<file path="src/rtl/ram_access_seq_pkg.sv">
// Shared definitions for the RAM access sequencer: state encoding,
// phase counter width and default strobe timing.
package ram_seq_pkg;

    typedef enum logic [1:0] {
        IDLE  = 2'd0,
        SETUP = 2'd1,
        PULSE = 2'd2,
        HOLD  = 2'd3
    } seq_state_e;

    localparam int CNT_W         = 8;
    localparam int DEF_ADDR_W    = 4;
    localparam int DEF_DATA_W    = 4;
    localparam int DEF_SETUP_CYC = 1;
    localparam int DEF_PULSE_CYC = 4;
    localparam int DEF_HOLD_CYC  = 4;

endpackage

</file>
<file path="src/rtl/ram_access_seq_if.sv">
// Request/response bus between a synchronous requester and the sequencer.
// master = requester side, slave = sequencer side.
interface ram_access_seq_if
    import ram_seq_pkg::*;
#(
    parameter int ADDR_W = DEF_ADDR_W,
    parameter int DATA_W = DEF_DATA_W
) ();
    logic              req_valid;
    logic              req_ready;
    logic              req_we;
    logic [ADDR_W-1:0] req_addr;
    logic [DATA_W-1:0] req_wdata;
    logic              rsp_valid;
    logic [DATA_W-1:0] rsp_rdata;
    logic              busy;

    modport master (
        output req_valid, req_we, req_addr, req_wdata,
        input  req_ready, rsp_valid, rsp_rdata, busy
    );

    modport slave (
        input  req_valid, req_we, req_addr, req_wdata,
        output req_ready, rsp_valid, rsp_rdata, busy
    );
endinterface

</file>
<file path="src/rtl/ram_access_seq_phase_timer.sv">
// Loadable down-counter timing each sequencer phase; parks at zero.
module phase_timer
    import ram_seq_pkg::*;
(
    input  logic             clk,
    input  logic             rst_n,
    input  logic             load_i,
    input  logic [CNT_W-1:0] load_val_i,
    output logic             zero_o
);
    logic [CNT_W-1:0] cnt_q;

    // Load a new phase length or count down towards zero.
    always_ff @(posedge clk or negedge rst_n) begin
        if (!rst_n) begin
            cnt_q <= '0;
        end else if (load_i) begin
            cnt_q <= load_val_i;
        end else if (cnt_q != '0) begin
            cnt_q <= cnt_q - 1'b1;
        end
    end

    assign zero_o = (cnt_q == '0);
endmodule

</file>
<file path="src/rtl/ram_access_seq.sv">
// Turns one valid/ready request into the asynchronous RAM strobe sequence
// (setup -> WR/RD pulse -> hold) and returns a one-cycle response.
module ram_access_seq
    import ram_seq_pkg::*;
#(
    parameter int ADDR_W    = DEF_ADDR_W,
    parameter int DATA_W    = DEF_DATA_W,
    parameter int SETUP_CYC = DEF_SETUP_CYC,
    parameter int PULSE_CYC = DEF_PULSE_CYC,
    parameter int HOLD_CYC  = DEF_HOLD_CYC
) (
    input  logic              clk,
    input  logic              rst_n,
    ram_access_seq_if.slave   bus,
    output logic [ADDR_W-1:0] ram_addr,
    output logic [DATA_W-1:0] ram_dataIN,
    output logic              ram_WR,
    output logic              ram_RD,
    input  logic [DATA_W-1:0] ram_dataOUT
);
    // Phase lengths are loaded as N-1 so that a count of 0 marks the last cycle.
    localparam logic [CNT_W-1:0] SETUP_LD = CNT_W'(SETUP_CYC - 1);
    localparam logic [CNT_W-1:0] PULSE_LD = CNT_W'(PULSE_CYC - 1);
    localparam logic [CNT_W-1:0] HOLD_LD  = CNT_W'(HOLD_CYC - 1);

    if (SETUP_CYC < 1 || SETUP_CYC > 255 ||
        PULSE_CYC < 1 || PULSE_CYC > 255 ||
        HOLD_CYC  < 1 || HOLD_CYC  > 255) begin : g_bad_cfg
        $error("ram_access_seq: SETUP/PULSE/HOLD_CYC must each be in 1..255");
    end

    seq_state_e        state_q;
    logic              we_q;
    logic [ADDR_W-1:0] addr_q;
    logic [DATA_W-1:0] wdata_q;
    logic              wr_q;
    logic              rd_q;
    logic              ready_q;
    logic              rsp_valid_q;
    logic [DATA_W-1:0] rdata_q;

    logic              tmr_load_d;
    logic [CNT_W-1:0]  tmr_val_d;
    logic              tmr_zero;
    logic              accept;

    assign accept = bus.req_valid && ready_q;

    // Reload the phase timer on acceptance and at the end of each timed phase.
    always_comb begin
        tmr_load_d = 1'b0;
        tmr_val_d  = '0;
        case (state_q)
            IDLE: begin
                tmr_load_d = accept;
                tmr_val_d  = SETUP_LD;
            end
            SETUP: begin
                tmr_load_d = tmr_zero;
                tmr_val_d  = PULSE_LD;
            end
            PULSE: begin
                tmr_load_d = tmr_zero;
                tmr_val_d  = HOLD_LD;
            end
            default: begin
                tmr_load_d = 1'b0;
                tmr_val_d  = '0;
            end
        endcase
    end

    phase_timer u_timer (
        .clk        (clk),
        .rst_n      (rst_n),
        .load_i     (tmr_load_d),
        .load_val_i (tmr_val_d),
        .zero_o     (tmr_zero)
    );

    // Sequencer FSM; strobes, ready and response are all registered so the RAM sees clean edges.
    always_ff @(posedge clk or negedge rst_n) begin
        if (!rst_n) begin
            state_q     <= IDLE;
            we_q        <= 1'b0;
            addr_q      <= '0;
            wdata_q     <= '0;
            wr_q        <= 1'b0;
            rd_q        <= 1'b0;
            ready_q     <= 1'b0;
            rsp_valid_q <= 1'b0;
            rdata_q     <= '0;
        end else begin
            rsp_valid_q <= 1'b0;
            case (state_q)
                IDLE: begin
                    ready_q <= 1'b1;
                    if (accept) begin
                        we_q    <= bus.req_we;
                        addr_q  <= bus.req_addr;
                        wdata_q <= bus.req_wdata;
                        ready_q <= 1'b0;
                        state_q <= SETUP;
                    end
                end
                SETUP: begin
                    if (tmr_zero) begin
                        wr_q    <= we_q;
                        rd_q    <= !we_q;
                        state_q <= PULSE;
                    end
                end
                PULSE: begin
                    if (tmr_zero) begin
                        // RD is still high on this edge, so dataOUT is valid.
                        if (!we_q) begin
                            rdata_q <= ram_dataOUT;
                        end
                        wr_q    <= 1'b0;
                        rd_q    <= 1'b0;
                        state_q <= HOLD;
                    end
                end
                HOLD: begin
                    if (tmr_zero) begin
                        rsp_valid_q <= 1'b1;
                        ready_q     <= 1'b1;
                        state_q     <= IDLE;
                    end
                end
                default: state_q <= IDLE;
            endcase
        end
    end

    assign bus.req_ready = ready_q;
    assign bus.rsp_valid = rsp_valid_q;
    assign bus.rsp_rdata = rdata_q;
    assign bus.busy      = (state_q != IDLE);
    assign ram_addr      = addr_q;
    assign ram_dataIN    = wdata_q;
    assign ram_WR        = wr_q;
    assign ram_RD        = rd_q;
endmodule

</file>
<file path="src/flat_wrapper.sv">
// flat-port wrapper written by rule: the top's interface ports become plain ports
module ram_access_seq_flat import ram_seq_pkg::*;
#(
    parameter int ADDR_W    = DEF_ADDR_W,
    parameter int DATA_W    = DEF_DATA_W,
    parameter int SETUP_CYC = DEF_SETUP_CYC,
    parameter int PULSE_CYC = DEF_PULSE_CYC,
    parameter int HOLD_CYC  = DEF_HOLD_CYC
)
  (clk, rst_n, ram_addr, ram_dataIN, ram_WR, ram_RD, ram_dataOUT, bus_req_valid, bus_req_we, bus_req_addr, bus_req_wdata, bus_req_ready, bus_rsp_valid, bus_rsp_rdata, bus_busy);
  ram_access_seq_if #(.ADDR_W(ADDR_W), .DATA_W(DATA_W)) bus_i ();
  input  logic clk;
  input  logic rst_n;
  output logic [ADDR_W-1:0] ram_addr;
  output logic [DATA_W-1:0] ram_dataIN;
  output logic ram_WR;
  output logic ram_RD;
  input  logic [DATA_W-1:0] ram_dataOUT;
  input wire logic [$bits(bus_i.req_valid)-1:0] bus_req_valid;
  input wire logic [$bits(bus_i.req_we)-1:0] bus_req_we;
  input wire logic [$bits(bus_i.req_addr)-1:0] bus_req_addr;
  input wire logic [$bits(bus_i.req_wdata)-1:0] bus_req_wdata;
  output wire logic [$bits(bus_i.req_ready)-1:0] bus_req_ready;
  output wire logic [$bits(bus_i.rsp_valid)-1:0] bus_rsp_valid;
  output wire logic [$bits(bus_i.rsp_rdata)-1:0] bus_rsp_rdata;
  output wire logic [$bits(bus_i.busy)-1:0] bus_busy;
  assign bus_i.req_valid = bus_req_valid;
  assign bus_i.req_we = bus_req_we;
  assign bus_i.req_addr = bus_req_addr;
  assign bus_i.req_wdata = bus_req_wdata;
  assign bus_req_ready = bus_i.req_ready;
  assign bus_rsp_valid = bus_i.rsp_valid;
  assign bus_rsp_rdata = bus_i.rsp_rdata;
  assign bus_busy = bus_i.busy;
  ram_access_seq #(.ADDR_W(ADDR_W), .DATA_W(DATA_W), .SETUP_CYC(SETUP_CYC), .PULSE_CYC(PULSE_CYC), .HOLD_CYC(HOLD_CYC)) u_core (.clk(clk), .rst_n(rst_n), .bus(bus_i), .ram_addr(ram_addr), .ram_dataIN(ram_dataIN), .ram_WR(ram_WR), .ram_RD(ram_RD), .ram_dataOUT(ram_dataOUT));
endmodule
</file>
<file path="config.mk">
export PLATFORM = sky130hd
export DESIGN_NAME = ram_access_seq_flat
export DESIGN_NICKNAME = d
export VERILOG_FILES = /design/src/rtl/ram_access_seq_pkg.sv /design/src/rtl/ram_access_seq_if.sv /design/src/rtl/ram_access_seq_phase_timer.sv /design/src/rtl/ram_access_seq.sv /design/src/flat_wrapper.sv
export SDC_FILE = /design/constraint.sdc
export NUM_CORES = 1
export LEC_CHECK = 0
export CAP_MARGIN = 20
export CORE_MARGIN = 2
export CORE_UTILIZATION = 43
export DETAILED_ROUTE_END_ITERATION = 12
export HOLD_SLACK_MARGIN = 0.1
export MAX_ROUTING_LAYER = met4
export PLACE_DENSITY = 0.8
export SLEW_MARGIN = 15
export SYNTH_ARGS = -nofsm -noshare
export SYNTH_HDL_FRONTEND = slang
export SYNTH_SLANG_ARGS = --single-unit
</file>
<file path="constraint.sdc">
create_clock -name clk -period 1.8 [get_ports clk]
set_input_delay 0.36 -clock clk [delete_from_list [all_inputs] [get_ports clk]]
set_output_delay 0.36 -clock clk [all_outputs]
set_load 0.01 [all_outputs]
</file>
==> results_dict.tcl <==
set metrics [dict create \
    final_util_pct 63.75 \
    layout.nets 186 \
    ant_nets 0 \
    postRouteWirelength_mm 3.002 \
    port_buffers 32 \
    synth_edf_count 0 \
    synth_fp_nets 132 \
    rows 20 \
    power_w 0.003510 \
    pwr-share-clk_pct 7.7 \
    die_height_um 59.77 \
    finalWorstSetupSlack_ps -3.086 \
    internal_power_w 0.002169 \
    wl_per_cell_um 15.39 \
    syn_area_mm2 0.001338 \
    seqCellArea_um2 676.9 \
    area_growth_pct 43.12 \
    vdd_drop_max_uv 975.8 \
    diodes 0 \
    hpwl_mm 2.253 \
    clkLatencyLatePin_ps 330 \
    drv_slew 0 \
    path_buf_inv 2 \
    h-tree-depth 1 \
    ios 33 \
    floorplan.initialDensity_pct 44.54 \
    drc 0 \
    start_kind "flip-flop" \
    grt_remaining_overflow 0 \
    gp_congestion 0.8782 \
    stdcell_count 195 \
    drtIter0Drc 17 \
    ys_types 32 \
    powerDensity_mw_per_mm2 1833 \
    synthDominantCellAreaShare_pct 50.51 \
    grt_pass1_vias 1083 \
    vias 1019 \
    worstPathArrival_ps 2040 \
    synth.most_common_cell "dfrtp_1" \
    synth_ff_type "dfrtp_1" \
    top_usage_layer "met2" \
    netlist_instances 109 \
    drive_gt1_share_pct 34.57 \
    pwr-share-comb_pct 59.7 \
    violations "negative setup slack" \
    p_switching_w 0.001340 \
    synth_async_sr_flop_share_pct 100.0 \
    yosysWarnings 0 \
    totalNegativeSetupSlack_ps -3.086 \
    yosys.area.top_type "dfrtp_1" \
    max_freq_mhz 554.6 \
    ys_ff_latch 27 \
    syn_avg_cell_area_um2 12.27 \
    finalHoldViolCount 0 \
    track_usage_pct 19.11 \
    synth_area_leaders "dfrtp_1, mux2_2, ha_1" \
    grt_util_met1_pct 21.41 \
    holdCritPathClass "primary input to async pin" \
    min_period_over_period_pct 100.2 \
    power_frac_seq_pct 32.6 \
    synth_commonest_cells "dfrtp_1, mux2_2, a21oi_1, ha_1, nor2_1" \
    first_pass_iters 4 \
    critical_path_class "flip-flop to flip-flop" \
    status "finished with violations" \
    nFillCells 240 \
    path_cells "inv_2, ha_4, or3b_4, o32ai_4, buf_4, a21oi_1" \
    critPathMaxStageDelay_ps 440 \
    grt_antenna_before_repair 0 \
    multiInputGateArea_um2 685.7 \
    skew_ps 2.486 \
    cts_tree "built" \
    grt_max_degree 28 \
    max_cap_viol_count 0 \
    slew_headroom_pct 77.23 \
    ys_seq_area_share_pct 50.51 \
    power.leakage_nw 0.8459 \
    crit_path_max_fanout 5 \
    period_needed_ps 1803 \
    die_w_um 59.77 \
    die_area_mm2 0.003572 \
    cts_buffers 3 \
    endpoint_kind "flip-flop" \
    crit_family "flip-flops" \
    clk_pin_slew_ps 150 \
    cp_slowest_cell "dfrtp_1" \
    crit_required_ps 2040 \
    core-area_mm2 0.003003 \
    met2_usage_pct 34.16 \
    clockBufferDepth 2 \
    grt_pass1_wl_mm 4.885 \
    vias_per_cell 5.226 \
    cts_root_buf "clkbuf_4" \
    placed_cells 185 \
    grtUsageMet3_pct 3.680 \
    rsz0062_at_grt "true" \
    worst_pin_slew_ps 341.5 \
    setup_viol 1 \
    p_sw_share_pct 38.19 \
    clock-sinks 27 \
]
-- layout by cell type (no fill, tap or decap), drive strengths merged --
master	Yosys	final
or3	2	2
dfrtp	27	27
nand3b	1	1
nand3	3	3
o32ai	1	1
a21oi	8	8
a22o	2	2
nor2	8	8
nor3b	1	1
nand2	5	5
or2b	1	1
a211oi	1	1
buf	1	18
nand2b	2	2
mux2i	1	1
clkinvlp	0	1
nor4	1	1
mux2	14	14
and3	1	1
or4	1	1
o21ai	6	6
inv	6	6
clkbuf	0	3
dlygate4sd2	0	1
xnor2	1	1
ha	7	7
clkdlybuf4s50	0	31
xor2	2	2
o32a	1	1
or3b	1	1
or4b	1	1
nor3	3	3
-- per-layer routing --
layer | vias to the layer above | share of wire, %
met4 | 0 | 1.3
met2 | 30 | 53
li1 | 491 | -
met5 | - | 0
met3 | 5 | 4.6
met1 | 493 | 41
-- path summary, 6_finish.rpt --
check / start / cells after the start / to / slack (ps)
max: u_core.u_timer.cnt_q[1]$_DFFE_PN0P_ / 6 / u_core.u_timer.cnt_q[2]$_DFFE_PN0P_ / -3
min: rst_n / 2 / u_core.u_timer.cnt_q[2]$_DFFE_PN0P_ / 380
max reg2reg: u_core.u_timer.cnt_q[1]$_DFFE_PN0P_ / 6 / u_core.u_timer.cnt_q[2]$_DFFE_PN0P_ / -3
min reg2reg: u_core.ram_addr[3]$_DFFE_PN0P_ / 1 / u_core.ram_addr[3]$_DFFE_PN0P_ / 530
max in group asynchronous: rst_n / 2 / u_core.u_timer.cnt_q[5]$_DFFE_PN0P_ / 1160
min in group clk: u_core.ram_addr[3]$_DFFE_PN0P_ / 1 / u_core.ram_addr[3]$_DFFE_PN0P_ / 530
-- logic make-up after synthesis --
family                     Yosys count  share of synthesized area (%)
and+or+nand+nor                     31                          15.44
DFF                                 27                          50.51
AOI/OAI and AO/OA                   19                          9.917
muxes                               15                          13.66
buffers and inverters                7                          1.964
adders and majority gates            7                          6.548
xor gates and xnor gates             3                          1.965
-- registers in the layout, summed over array words and instances, names as in the netlist --
name,count
u_core.bus.req_ready,1
u_core.bus.rsp_rdata,4
u_core.bus.rsp_valid,1
u_core.ram_RD,1
u_core.ram_WR,1
u_core.ram_addr,4
u_core.ram_dataIN,4
u_core.state_q,2
u_core.u_timer.cnt_q,8
u_core.we_q,1
-- stage by stage --
step | cell area (um2) | setup slack (ps) | hold slack, ps
floorplan | 1343 | 76.88 | 64.41
global placement | 1790 | 72.54 | 488.2
detailed placement | 1790 | 12.73 | 497.0
CTS | 1838 | 1.631 | 388.4
global route | 1914 | -76.62 | 387.1
finish | 1914 | -3.086 | 377.3
-- what timing repair did --
action | in CTS | in global routing
hold buffers | 0 | 0
gates cloned | 0 | 0
setup buffers | 2 | 4
pin swaps | 1 | 2
resized for setup | 2 | 14
endpoints found under the setup margin | 5 | 16
-- power groups by stage --
stage                     sequential [W]  clock (W)  combinational (W)
final                            0.00114   0.000270            0.00210
after global routing             0.00118   0.000300            0.00230
after CTS                        0.00112   0.000276            0.00194
after detailed placement         0.00115          0            0.00188
after global placement           0.00112          0            0.00181
after floorplan                  0.00120          0            0.00101
-- cell type report --
type	instances	share of cell area, %
multi-input combinational	75	35.82
sequential	27	35.36
timing repair buffer	50	23.92
tap	33	2.157
clock buffer	3	1.176
inverter	6	1.176
clock inverter	1	0.3922
(Power assumes the default switching activity.)
